$ cat src/rtl/sent_tx_frame_builder.sv
// SENT transmit frame sequencer: pops fast-channel words, packs them into data nibbles, appends CRC4
// and streams typed nibbles, carrying the short serial message one bit per frame in the status nibble.
module sent_tx_frame_builder #(
  parameter bit         PAUSE_EN = 1'b1,
  parameter logic [3:0] CRC_SEED = 4'b0101
) (
  input  logic        clk_rx,
  input  logic        reset_rx,
  input  logic        tx_enable,
  input  logic [2:0]  frame_format,
  input  logic [1:0]  status_in,
  input  logic        fifo_empty,
  output logic        fifo_rd_en,
  input  logic [11:0] fifo_rd_data,
  input  logic        ser_valid,
  input  logic [3:0]  ser_id,
  input  logic [7:0]  ser_data,
  output logic        nib_valid,
  input  logic        nib_ready,
  output logic [1:0]  nib_type,
  output logic [3:0]  nib_data,
  output logic        frame_done,
  output logic        ser_msg_done,
  output logic        fmt_err
);

  typedef enum logic [3:0] {
    S_IDLE, S_FETCH, S_WAITRD, S_CRC, S_SYNC, S_STATUS, S_DATA, S_CRCN, S_PAUSE
  } state_t;

  state_t      state;
  logic [2:0]  fmt;
  logic [1:0]  status_q;
  logic [11:0] w0;
  logic [11:0] w1;
  logic        second_word;
  logic [3:0]  crc;
  logic [2:0]  idx;
  logic [3:0]  ser_cnt;
  logic [15:0] ser_sh;
  logic        msg_active;

  logic        fmt_legal;
  logic        accept;
  logic        frame_end;
  logic [2:0]  last_idx;
  logic [3:0]  data_nib;
  logic [3:0]  crc_nib;
  logic [3:0]  status_nib;
  logic [3:0]  ser_crc;

  // Bit-serial CRC4 (x^4+x^3+x^2+1) over one nibble, MSB first.
  function automatic logic [3:0] crc_step(input logic [3:0] crc_in, input logic [3:0] nib);
    logic [3:0] c;
    logic       fb;
    c = crc_in;
    for (int i = 3; i >= 0; i--) begin
      fb = c[3] ^ nib[i];
      c  = {c[2:0], 1'b0} ^ (fb ? 4'hD : 4'h0);
    end
    return c;
  endfunction

  assign fmt_legal  = (frame_format == 3'd1) || (frame_format == 3'd2) || (frame_format == 3'd7);
  assign last_idx   = (fmt == 3'd2) ? 3'd2 : 3'd5;
  assign accept     = nib_valid && nib_ready;
  assign frame_end  = accept && (((state == S_CRCN) && !PAUSE_EN) || (state == S_PAUSE));
  assign ser_crc    = crc_step(crc_step(crc_step(crc_step(CRC_SEED, ser_id), ser_data[7:4]),
                                        ser_data[3:0]), 4'h0);
  assign status_nib = {msg_active && (ser_cnt == 4'd0), msg_active && ser_sh[15], status_q};
  // The index runs one past the last data nibble to feed the augmenting zero nibble.
  assign crc_nib    = (idx > last_idx) ? 4'h0 : data_nib;

  always_comb begin
    data_nib = 4'h0;
    case (idx)
      3'd0:    data_nib = w0[11:8];
      3'd1:    data_nib = w0[7:4];
      3'd2:    data_nib = w0[3:0];
      3'd3:    data_nib = (fmt == 3'd7) ? w1[11:8] : w1[3:0];
      3'd4:    data_nib = (fmt == 3'd7) ? w1[3:0]  : w1[7:4];
      3'd5:    data_nib = (fmt == 3'd7) ? w1[7:4]  : w1[11:8];
      default: data_nib = 4'h0;
    endcase
  end

  always_ff @(posedge clk_rx or posedge reset_rx) begin
    if (reset_rx) begin
      state        <= S_IDLE;
      fmt          <= 3'd0;
      status_q     <= 2'd0;
      w0           <= 12'h0;
      w1           <= 12'h0;
      second_word  <= 1'b0;
      crc          <= 4'h0;
      idx          <= 3'd0;
      ser_cnt      <= 4'd0;
      ser_sh       <= 16'h0;
      msg_active   <= 1'b0;
      fifo_rd_en   <= 1'b0;
      nib_valid    <= 1'b0;
      nib_type     <= 2'd0;
      nib_data     <= 4'h0;
      frame_done   <= 1'b0;
      ser_msg_done <= 1'b0;
      fmt_err      <= 1'b0;
    end else begin
      frame_done   <= 1'b0;
      ser_msg_done <= 1'b0;
      case (state)
        S_IDLE: begin
          if (tx_enable && !fifo_empty) begin
            if (fmt_legal) begin
              fmt         <= frame_format;
              status_q    <= status_in;
              crc         <= CRC_SEED;
              idx         <= 3'd0;
              second_word <= 1'b0;
              fifo_rd_en  <= 1'b1;
              state       <= S_FETCH;
              if (ser_cnt == 4'd0) begin
                msg_active <= ser_valid;
                ser_sh     <= ser_valid ? {ser_id, ser_data, ser_crc} : 16'h0;
              end
            end else begin
              fmt_err <= 1'b1;
            end
          end
        end
        // The pop strobe is decided a cycle ahead, so FETCH with fifo_rd_en high is the pop cycle.
        S_FETCH: begin
          if (fifo_rd_en) begin
            fifo_rd_en <= 1'b0;
            state      <= S_WAITRD;
          end else if (!fifo_empty) begin
            fifo_rd_en <= 1'b1;
          end
        end
        S_WAITRD: begin
          if (!second_word) begin
            w0 <= fifo_rd_data;
            if (fmt != 3'd2) begin
              second_word <= 1'b1;
              fifo_rd_en  <= !fifo_empty;
              state       <= S_FETCH;
            end else begin
              state <= S_CRC;
            end
          end else begin
            w1    <= fifo_rd_data;
            state <= S_CRC;
          end
        end
        S_CRC: begin
          crc <= crc_step(crc, crc_nib);
          if (idx == last_idx + 3'd1) begin
            idx       <= 3'd0;
            nib_valid <= 1'b1;
            nib_type  <= 2'd0;
            nib_data  <= 4'h0;
            state     <= S_SYNC;
          end else begin
            idx <= idx + 3'd1;
          end
        end
        S_SYNC: begin
          if (accept) begin
            nib_valid <= 1'b0;
            state     <= S_STATUS;
          end else if (!nib_valid) begin
            nib_valid <= 1'b1;
            nib_type  <= 2'd0;
            nib_data  <= 4'h0;
          end
        end
        S_STATUS: begin
          if (accept) begin
            nib_valid <= 1'b0;
            idx       <= 3'd0;
            state     <= S_DATA;
          end else if (!nib_valid) begin
            nib_valid <= 1'b1;
            nib_type  <= 2'd1;
            nib_data  <= status_nib;
          end
        end
        S_DATA: begin
          if (accept) begin
            nib_valid <= 1'b0;
            if (idx == last_idx) begin
              state <= S_CRCN;
            end else begin
              idx <= idx + 3'd1;
            end
          end else if (!nib_valid) begin
            nib_valid <= 1'b1;
            nib_type  <= 2'd1;
            nib_data  <= data_nib;
          end
        end
        S_CRCN: begin
          if (accept) begin
            nib_valid <= 1'b0;
            state     <= PAUSE_EN ? S_PAUSE : S_IDLE;
          end else if (!nib_valid) begin
            nib_valid <= 1'b1;
            nib_type  <= 2'd2;
            nib_data  <= crc;
          end
        end
        S_PAUSE: begin
          if (accept) begin
            nib_valid <= 1'b0;
            state     <= S_IDLE;
          end else if (!nib_valid) begin
            nib_valid <= 1'b1;
            nib_type  <= 2'd3;
            nib_data  <= 4'h0;
          end
        end
        default: state <= S_IDLE;
      endcase

      if (frame_end) begin
        frame_done <= 1'b1;
        ser_cnt    <= ser_cnt + 4'd1;
        if (msg_active) begin
          ser_sh <= {ser_sh[14:0], 1'b0};
          if (ser_cnt == 4'd15) begin
            ser_msg_done <= 1'b1;
            msg_active   <= 1'b0;
          end
        end
      end
    end
  end

endmodule

$ cat config.mk
export PLATFORM = sky130hd
export DESIGN_NAME = sent_tx_frame_builder
export DESIGN_NICKNAME = d
export VERILOG_FILES = /design/src/rtl/sent_tx_frame_builder.sv
export SDC_FILE = /design/constraint.sdc
export NUM_CORES = 1
export LEC_CHECK = 0
export CAP_MARGIN = 20
export CORE_MARGIN = 3
export CORE_UTILIZATION = 23
export DETAILED_ROUTE_END_ITERATION = 16
export GPL_TIMING_DRIVEN = 0
export HOLD_SLACK_MARGIN = 0.02
export RECOVER_POWER = 100
export SLEW_MARGIN = 10
export SYNTH_ARGS = -nofsm -noshare
export SYNTH_HDL_FRONTEND = slang
export SYNTH_SLANG_ARGS = --single-unit
$ cat constraint.sdc
create_clock -name clk_rx -period 4.1 [get_ports clk_rx]
set_input_delay 0.41 -clock clk_rx [delete_from_list [all_inputs] [get_ports clk_rx]]
set_output_delay 0.41 -clock clk_rx [all_outputs]
set_load 0.005 [all_outputs]
# [Yosys cells after proc, flatten, opt, wreduce, memory -nomap -nowiden]
# Cells that the tools add are included.
[totals] ff_bits=73 inputBits=35
[op_classes] add_sub_neg=3 order_cmp=1 n_eq_ne=49 muxes=102 bitwise_logic=37 n_reduce_logical=33
[op_table] op="two-way mux 4 bit" count=46
[op_table] op="two-way mux 16 bit" count=7
[op_table] op="XOR 4 bit" count=19
[op_table] op="!= test 2 bit (second input constant)" count=27
[op_table] op="case mux 4 bit (9 select lines)" count=1
[op_table] op="AND reduction 10 bit" count=3
[op_table] op="case mux 4 bit (6 select lines)" count=1
[op_table] op="two-way mux 1 bit" count=23
[op_table] op="two-way mux 3 bit" count=7
[op_table] op="two-way mux 2 bit" count=10
[op_table] op="case mux 4 bit (5 select lines)" count=1
[op_table] op="equality test 4 x 3 -> 1 bit (second input constant)" count=4
[op_table] op="XOR 1 bit" count=15
[op_table] op="equality test 3 x 2 -> 1 bit (second input constant)" count=4
[op_table] op="equality test 3 bit (second input constant)" count=4
[op_table] op="case mux 3 bit (4 select lines)" count=1
[op_table] op="AND reduction 3 bit" count=4
[op_table] op="case mux 2 bit (5 select lines)" count=1
[op_table] op="nonzero test 5 bit" count=2
[op_table] op="equality test 4 x 2 -> 1 bit (second input constant)" count=2
[op_table] op="equality test 4 bit (second input constant)" count=2
[op_table] op="logical NOT 4 bit" count=2
[op_table] op="case mux 4 bit (2 select lines)" count=1
[op_table] op="adder 3 x 1 -> 3 bit (second input constant)" count=2
[op_table] op="other kinds (22)" count=36

# [Depth between registers and ports, before layout]
# Gate-level depths: netlist of the first run.
[depth] ltp_word=50 mapped_depth=10

# [Worst setup path before layout of the first run]
# OpenSTA, ideal clock, no wires.
[synth_path] path_kind="register to register" from="register fmt[0]" to="register crc[2]" setup_time_ns=0.127 t_arrival_ns=2.773 t_required_ns=3.973 slack_ns=1.199 stages_incl_launch_ff=10 n_path_buf=0 period_less_slack_ns=2.901 cell_sequence="dfrtp_1 or3b_2 ha_1 nor2b_1 o21a_1 o21a_1 or3_1 a2111o_1 a211oi_2 nor3b_2"
[synth_via] elab_chain_len=17 elab_cells_between_ends=22 classes_between="order compare (1); eq/ne (2); mux (11); bitwise (8)"
[synth_lines] item="start: declaration" line_no="32" source="logic [2:0] fmt;"
[synth_lines] item="start signal: assignment" line_no="114" source="fmt <= frame_format;"
[synth_lines] item="equality test 3 x 2 -> 1 bit or equality test 3 bit (tied branches)"
[synth_lines] item="two-way mux 3 bit (tied with other cells)" line_no="65" source="assign last_idx = (fmt == 3'd2) ? 3'd2 : 3'd5;"
[synth_lines] item="greater-than comparator 3 bit or case mux 4 bit (6 select lines) (tied branches)" line_no="72, 76"
[synth_lines] item="two-way mux 4 bit (*)" line_no="72" source="assign crc_nib = (idx > last_idx) ? 4'h0 : data_nib;"
[synth_lines] item="XOR 1 bit" line_no="58" source="fb = c[3] ^ nib[i];"
[synth_lines] item="two-way mux 4 bit" line_no="59" source="c = {c[2:0], 1'b0} ^ (fb ? 4'hD : 4'h0);"
[synth_lines] item="XOR 4 bit" line_no="59"
[synth_lines] item="XOR 1 bit" line_no="58"
[synth_lines] item="two-way mux 4 bit" line_no="59"
[synth_lines] item="XOR 4 bit" line_no="59"
[synth_lines] item="XOR 1 bit" line_no="58"
[synth_lines] item="two-way mux 4 bit" line_no="59"
[synth_lines] item="XOR 4 bit" line_no="59"
[synth_lines] item="XOR 1 bit" line_no="58"
[synth_lines] item="two-way mux 4 bit" line_no="59"
[synth_lines] item="XOR 4 bit (*)" line_no="59"
[synth_lines] item="case mux 4 bit (2 select lines) (*)" line_no="110" source="case (state)"
[synth_lines] item="end signal: assignment" line_no="155" source="crc <= crc_step(crc, crc_nib);"
[synth_lines] item="end: declaration" line_no="37" source="logic [3:0] crc;"
# Every way passes the cells marked *; elsewhere a longest branch is shown, timed or not.
# A chain may end at the register's enable or synchronous reset.

# [Worst setup path after layout of the first run]
[layout_path] from="register idx[2]" to="register crc[2]"
[layout_via] elab_chain_len=16 elab_cells_between_ends=22 classes_between="order compare (1); eq/ne (5); mux (7); bitwise (8); reduce/logical (1)"
[layout_lines] item="start: declaration" line_no="38" source="logic [2:0] idx;"
[layout_lines] item="start signal: assignment" line_no="163" source="idx <= idx + 3'd1;"
[layout_lines] item="start signal: assignment" line_no="193" source="idx <= idx + 3'd1;"
[layout_lines] item="equality test 3 bit (tied with other cells)" line_no="76" source="case (idx)"
[layout_lines] item="case mux 4 bit (6 select lines)" line_no="76"
[layout_lines] item="two-way mux 4 bit (*)" line_no="72"
[layout_lines] item="XOR 1 bit" line_no="58"
[layout_lines] item="two-way mux 4 bit" line_no="59"
[layout_lines] item="XOR 4 bit" line_no="59"
[layout_lines] item="XOR 1 bit" line_no="58"
[layout_lines] item="two-way mux 4 bit" line_no="59"
[layout_lines] item="XOR 4 bit" line_no="59"
[layout_lines] item="XOR 1 bit" line_no="58"
[layout_lines] item="two-way mux 4 bit" line_no="59"
[layout_lines] item="XOR 4 bit" line_no="59"
[layout_lines] item="XOR 1 bit" line_no="58"
[layout_lines] item="two-way mux 4 bit" line_no="59"
[layout_lines] item="XOR 4 bit (*)" line_no="59"
[layout_lines] item="case mux 4 bit (2 select lines) (*)" line_no="110"
# Marked as above.

==> results of run 1 <==
==> synth_stat cells, types with 8 or more instances <==
cell type and count:
a21oi_1 13, mux2_2 32, ha_1 10, nand3_1 29, xnor2_1 19, o21ai_0 13
mux2i_1 11, dfrtp_1 73, clkbuf_1 11, nor3_1 8, nand2_1 50, a31oi_1 19
inv_1 13, nor2_1 34
==> final cells by class <==
| class | instances | area, sq um |
|---|---|---|
| clock buffer | 13 | 250 |
| inverter | 13 | 50.0 |
| sequential | 73 | 1830 |
| buffer | 21 | 111 |
| clock inverter | 3 | 40.0 |
| tap | 225 | 282 |
| timing repair buffer | 45 | 445 |
| multi-input combinational | 312 | 2090 |
| fill | 1808 | 12300 |
==> how the worst min path moves through the flow <==
stage	startpoint	endpoint	slack, ns
floorplan	msg_active	ser_sh[0]	0.46
global placement	fmt_err	fmt_err	0.47
detailed placement	fmt_err	fmt_err	0.47
CTS	reset_rx	ser_cnt[0]	0.35
global route	ser_valid	ser_sh[1]	0.48
finish	fmt_err	fmt_err	0.48
==> per-layer routing <==
layer	GRT usage [%]	share of wire [%]	up-vias
li1	-	-	1603
met1	14.0	48	1620
met2	16.7	47	72
met3	3.06	4.7	4
met4	2.63	0.49	0
met5	0	0	-
==> registers in the layout, indices dropped and copies added, names as in the netlist <==
| name | count |
|---|---|
| ser_sh | 16 |
| w0 | 12 |
| w1 | 12 |
| crc | 4 |
| nib_data | 4 |
| ser_cnt | 4 |
| state | 4 |
| fmt | 3 |
| idx | 3 |
| nib_type | 2 |
| status_q | 2 |
| fifo_rd_en | 1 |
| fmt_err | 1 |
| frame_done | 1 |
| msg_active | 1 |
| nib_valid | 1 |
| second_word | 1 |
| ser_msg_done | 1 |
==> power by group through the flow <==
stage / Combinational (uW) / Clock, uW / Sequential (uW)
final: 1280 / 768 / 1140
after global placement: 1270 / 0 / 1140
after global routing: 1430 / 827 / 1180
after detailed placement: 1300 / 0 / 1150
after floorplan: 977 / 0 / 1090
after CTS: 1310 / 790 / 1140
==> per-stage QoR <==
stage	worst slack (ns)	instance area [sq um]	power, uW
final	0.804	5090	3180
after global routing	0.474	5090	3440
after CTS	0.866	5140	3250
after detailed placement	0.888	4850	2450
after global placement	0.601	4820	2410
after floorplan	1.20	4100	2070
==> cell families (layout without fill, tap and decap cells) <==
family,count (synthesis),in the layout,share of synthesized area (%)
adder cells (fa/ha/maj),10,10,3.05
buffers and inverters,34,95,4.18
AND/OR/NAND/NOR,152,152,17.8
XOR/XNOR,23,23,5.25
flip-flops,73,73,44.6
multiplexers,43,43,11.5
AO/OA/AOI/OAI,84,84,13.6
==> impl_metrics.yaml, run 1 <==
global_routing:
  grt_start_max_net_pins: 64
  grt_pass1_vias: 3365
  grt_first_pass_wirelength_microns: 16700
  track_usage_pct: 10.5
  grt_overflow_total: 0
  antenna_found_initial: 0
placed_design:
  portBuffers: 44
  place_congestion: 0.819
  place_inst: 689
  post-dp-hpwl_microns: 7450
die:
  die_w_microns: 139
  initial_core_util_pct: 23.6
  die_h_microns: 139
  design.portCount: 46
  core_sq_um: 17400
  fp.dieArea_sq_um: 19500
  num_rows: 48
synthesis:
  synth.distinct_cells: 54
  syn_nets: 464
  synth_seq_cells: 73
  synth_edf_count: 0
  ys_seq_area_share_pct: 44.6
  synth_flop_cell: "dfrtp_1"
  syn_area_per_cell_sq_um: 9.78
  syn_area_sq_um: 4100
  synth_warnings: 0
  synthArstFlopShare_pct: 100
  synth_top_area_share_pct: 44.6
  yosysTopAreaCell: "dfrtp_1"
  synthCells: 419
  ys_top_cells_by_area: "dfrtp_1, mux2_2, nand2_1"
worst_setup_path:
  critPathSlowestCell: "a2111o_1"
  r2r_setup_slack_ns: 0.80
  worst_r2r_path_depth: 10
  cp.arrival_ns: 3.51
  critical_path_class: "flip-flop to flip-flop"
  start_kind: "flip-flop"
  crit_cells: 10
  cp-end-kind: "flip-flop"
  path_cells: "clkbuf_1 > inv_1 > ha_1 > and4_2 > a32o_1 > nor4_2 > o21ai_0 > a2111o_1 > a211oi_1 > nor3b_2"
  endpoint: "crc[2]"
  r2r-end: "crc[2]"
  cp_slowest_stage_delay_ns: 0.44
  cp_max_fo: 10
  crit_required_ns: 4.31
  cpLargestDelayFamily: "compound AO/OA/AOI/OAI gates"
  startpoint: "idx[2]"
  cp_num_buf_inv: 2
  r2r_start: "idx[2]"
clock_network:
  cts_buffers: 9
  clk_pin_slew_worst_paths_ns: 0.06
  cts_setup_buffers: 0
  clock_sinks: 73
  cts_hold_buf: 0
  cts_max_level: 3
  cts_tree: "built"
  cts_resized: 0
  cts-root-buf: "clkbuf_16"
  ctsLongestPathBuffers: 2
  insertion_delay_ns: 0.33
timing:
  skew_ns: 0.0104
  period_needed_ns: 3.30
  finalSetupTns_ns: 0
  fmax_mhz: 303
  fin_hold_ws_ns: 0.478
  worst_pin_slew_ns: 1.57
  finalSetupViolations: 0
  slew_violations: 64
  rsz0062_at_grt: "false"
  finalCritPeriodShare_pct: 80.4
  finalHoldViolations: 0
  max_slew_margin_pct: -4.95
cells_and_area:
  layout_common_cells: "dfrtp_1, nand2_1, nor2_1"
  num-nets-final: 520
  fin_cells: 705
  layout-drive-gt1-share_pct: 12.1
  final_common_cell: "dfrtp_1"
  area_growth_pct: 24.3
  post-route-util_pct: 29.3
  n_antenna_cell: 0
hold_path:
  hp-class: "flip-flop to flip-flop"
  whs_path_depth: 1
outcome:
  violations: "capacitance limit, slew limit"
  status: "finished with violations"
power:
  power_frac_seq_pct: 35.8
  p_per_area_nw_per_um2: 625
  intPower_uw: 2060
  ir_worst_vdd_mv: 0.239
  switching_share_pct: 35.4
  clkPwrFrac_pct: 24.1
  total_leakage_power_uw: 0.00217
  p_switching_uw: 1130
  pwr-share-comb_pct: 40.1
drt:
  vias: 3299
  wl_microns: 9890
  drtAntennaViolNets: 0
  drt_first_pass_iters: 5
  routed_via_density: 4.68
  drcViolationCount: 0
  drt-initial-drc-count: 129
  wl_per_cell_microns: 14.0
flow_run:
  maxCapViolations: 1
Power figures use the tool's default switching activity.
==> inputs of run 2 (changes only) <==
==> constraint.sdc (replaced) <==
create_clock -name clk_rx -period 2.7 [get_ports clk_rx]
set_input_delay 0.27 -clock clk_rx [delete_from_list [all_inputs] [get_ports clk_rx]]
set_output_delay 0.27 -clock clk_rx [all_outputs]
set_load 0.005 [all_outputs]
==> run 2 against run 1 <==
  * The run ends with setup timing left
  * Non-clock buffer count grew 9
  * Global-route usage about the same
  * Wire length is 1.1% higher
  * Highest routed layer unchanged
  * Utilization grew 1.3 points
  * First-iteration DRC count increased by 45%
  * Setup slack worse by 0.89 ns
  * Flip-flop and latch count unchanged
  * Via count up 1.3%
  * Die area unchanged
  * Cell count increased by 1.3%
  * Critical path depth grew 1
  * Clock power increased by 69%
==> impl_metrics.yaml, run 2 (synthesis results as in run 1) <==
cells_and_area:
  largest-register: "ser_sh"
  reg_top3: "ser_sh: 16 flops, w0: 12 flops, w1: 12 flops"
  final_common_cell: "dfrtp_1"
  n_antenna_cell: 0
  area_growth_pct: 29.9
  layout-drive-gt1-share_pct: 18.6
  largest_reg_flops: 16
  fill_cells: 1803
  layout_common_cells: "dfrtp_1, nand2_1, nor2_1"
  post-route-util_pct: 30.7
  num-nets-final: 529
die:
  initial_core_util_pct: 23.6
  core_sq_um: 17400
  die_w_microns: 139
  num_rows: 48
  fp.dieArea_sq_um: 19500
  design.portCount: 46
  die_h_microns: 139
timing:
  slew_violations: 0
  skew_ns: 0.00792
  rsz0062_at_grt: "true"
  worst_pin_slew_ns: 1.27
  period_needed_ns: 2.79
  fin_hold_ws_ns: 0.330
  fmax_mhz: 359
  finalHoldViolations: 0
  max_slew_margin_pct: 15.6
  worst_slack_ns: -0.0882
  finalCritPeriodShare_pct: 103
  finalSetupViolations: 2
clock_network:
  insertion_delay_ns: 0.33
  cts_buffers: 9
  cts_tree: "built"
  cts_hold_buf: 0
  clk_pin_slew_worst_paths_ns: 0.06
  cts-root-buf: "clkbuf_16"
  clock_sinks: 73
  ctsLongestPathBuffers: 2
  cts_max_level: 3
drt:
  drt-initial-drc-count: 187
  drcViolationCount: 0
  drt_first_pass_iters: 4
  vias: 3343
  routed_via_density: 4.68
  wl_microns: 10000
  wl_per_cell_microns: 14.0
  drtAntennaViolNets: 0
worst_setup_path:
  cp-end-kind: "flip-flop"
  path_cells: "or3b_4 > ha_4 > nor2b_4 > o21a_1 > o21a_4 > buf_6 > mux2_4 > o311ai_4 > buf_4 > a21oi_2 > a21o_1"
  critical_path_class: "flip-flop to flip-flop"
  r2r_setup_slack_ns: -0.09
  cp_slowest_stage_delay_ns: 0.42
  start_kind: "flip-flop"
  cp_max_fo: 4
  cp.arrival_ns: 3.01
  startpoint: "fmt[2]"
  r2r_start: "fmt[2]"
  crit_required_ns: 2.92
  critPathSlowestCell: "or3b_4"
global_routing:
  grt_start_max_net_pins: 53
  grt_pass1_vias: 3392
  grt_first_pass_wirelength_microns: 16700
  track_usage_pct: 10.4
  grt_overflow_total: 0
  antenna_found_initial: 0
outcome:
  status: "finished with violations"
  violations: "setup timing"
placed_design:
  post-dp-hpwl_microns: 7460
  place_congestion: 0.832
  portBuffers: 44
power:
  total_leakage_power_uw: 0.00227
  p_per_area_nw_per_um2: 972
  ir_worst_vdd_mv: 0.390
hold_path:
  hold_path_startpoint: "ser_valid"
  hp-class: "primary input to flip-flop"
flow_run:
  maxCapViolations: 0
run 2: cell type report:
| cell class | instances | area (sq um) | area share, % |
|---|---|---|---|
| inverters | 13 | 50.0 | 0.941 |
| flip-flops and latches | 73 | 1830 | 34.4 |
| multi-input cells | 312 | 2190 | 41.2 |
| repair buffers | 54 | 517 | 9.71 |
| well taps | 225 | 282 | 5.29 |
| clock buffers | 11 | 253 | 4.75 |
| plain buffers | 21 | 121 | 2.28 |
| clock inverters | 5 | 77.6 | 1.46 |
run 2: worst max-delay path, delay by kind of cell (launching register included):
kind	cells	cell delay, ns
flip-flops	1	0.41
buffers and inverters	2	0.28
AO/OA/AOI/OAI	5	0.90
adder cells (fa/ha/maj)	1	0.23
multiplexers	1	0.31
AND/OR/NAND/NOR	2	0.54
run 2: routing by layer:
layer | GRT usage, % | wire [microns] | vias up
met5 | 0 | 0 | -
met4 | 2.68 | 89 | 0
met3 | 2.99 | 540 | 8
met2 | 16.6 | 4680 | 72
met1 | 13.9 | 4690 | 1641
li1 | - | - | 1622
run 2: per-stage QoR:
stage | setup slack [ns] | instances | TNS, ns | power [uW] | instance area [sq um]
3_5_place_dp | -0.313 | 689 | -0.611 | 3730 | 4850
6_report | -0.0882 | 714 | -0.133 | 5170 | 5320
5_1_grt | -0.153 | 714 | -0.649 | 5550 | 5320
3_3_place_gp | -0.656 | 688 | -48.17 | 3660 | 4820
4_1_cts | -0.101 | 711 | -0.112 | 5130 | 5280
2_1_floorplan | -0.0411 | 419 | -0.0411 | 3140 | 4100
run 2: timing repair:
item | in CTS | in global routing
resized for setup | 10 | 14
pin swaps | 5 | 10
endpoints found under the setup margin | 4 | 5
setup buffers | 6 | 3
cloned | 0 | 0
run 2: power by group:
part | internal, uW | switching [uW] | total (uW)
Combinational | 1060 | 1080 | 2140
Sequential | 1450 | 280 | 1730
Clock | 855 | 449 | 1300
Total | 3360 | 1810 | 5170
run 2: path summary, 6_finish.rpt:
path                                    to  cells past startpoint
worst max-delay path                crc[3]                     11
worst min-delay path             ser_sh[5]                      3
worst max register to register      crc[3]                     11
worst min register to register     fmt_err                      1
max in group asynchronous           idx[2]                      3
min in group asynchronous       ser_cnt[0]                      2
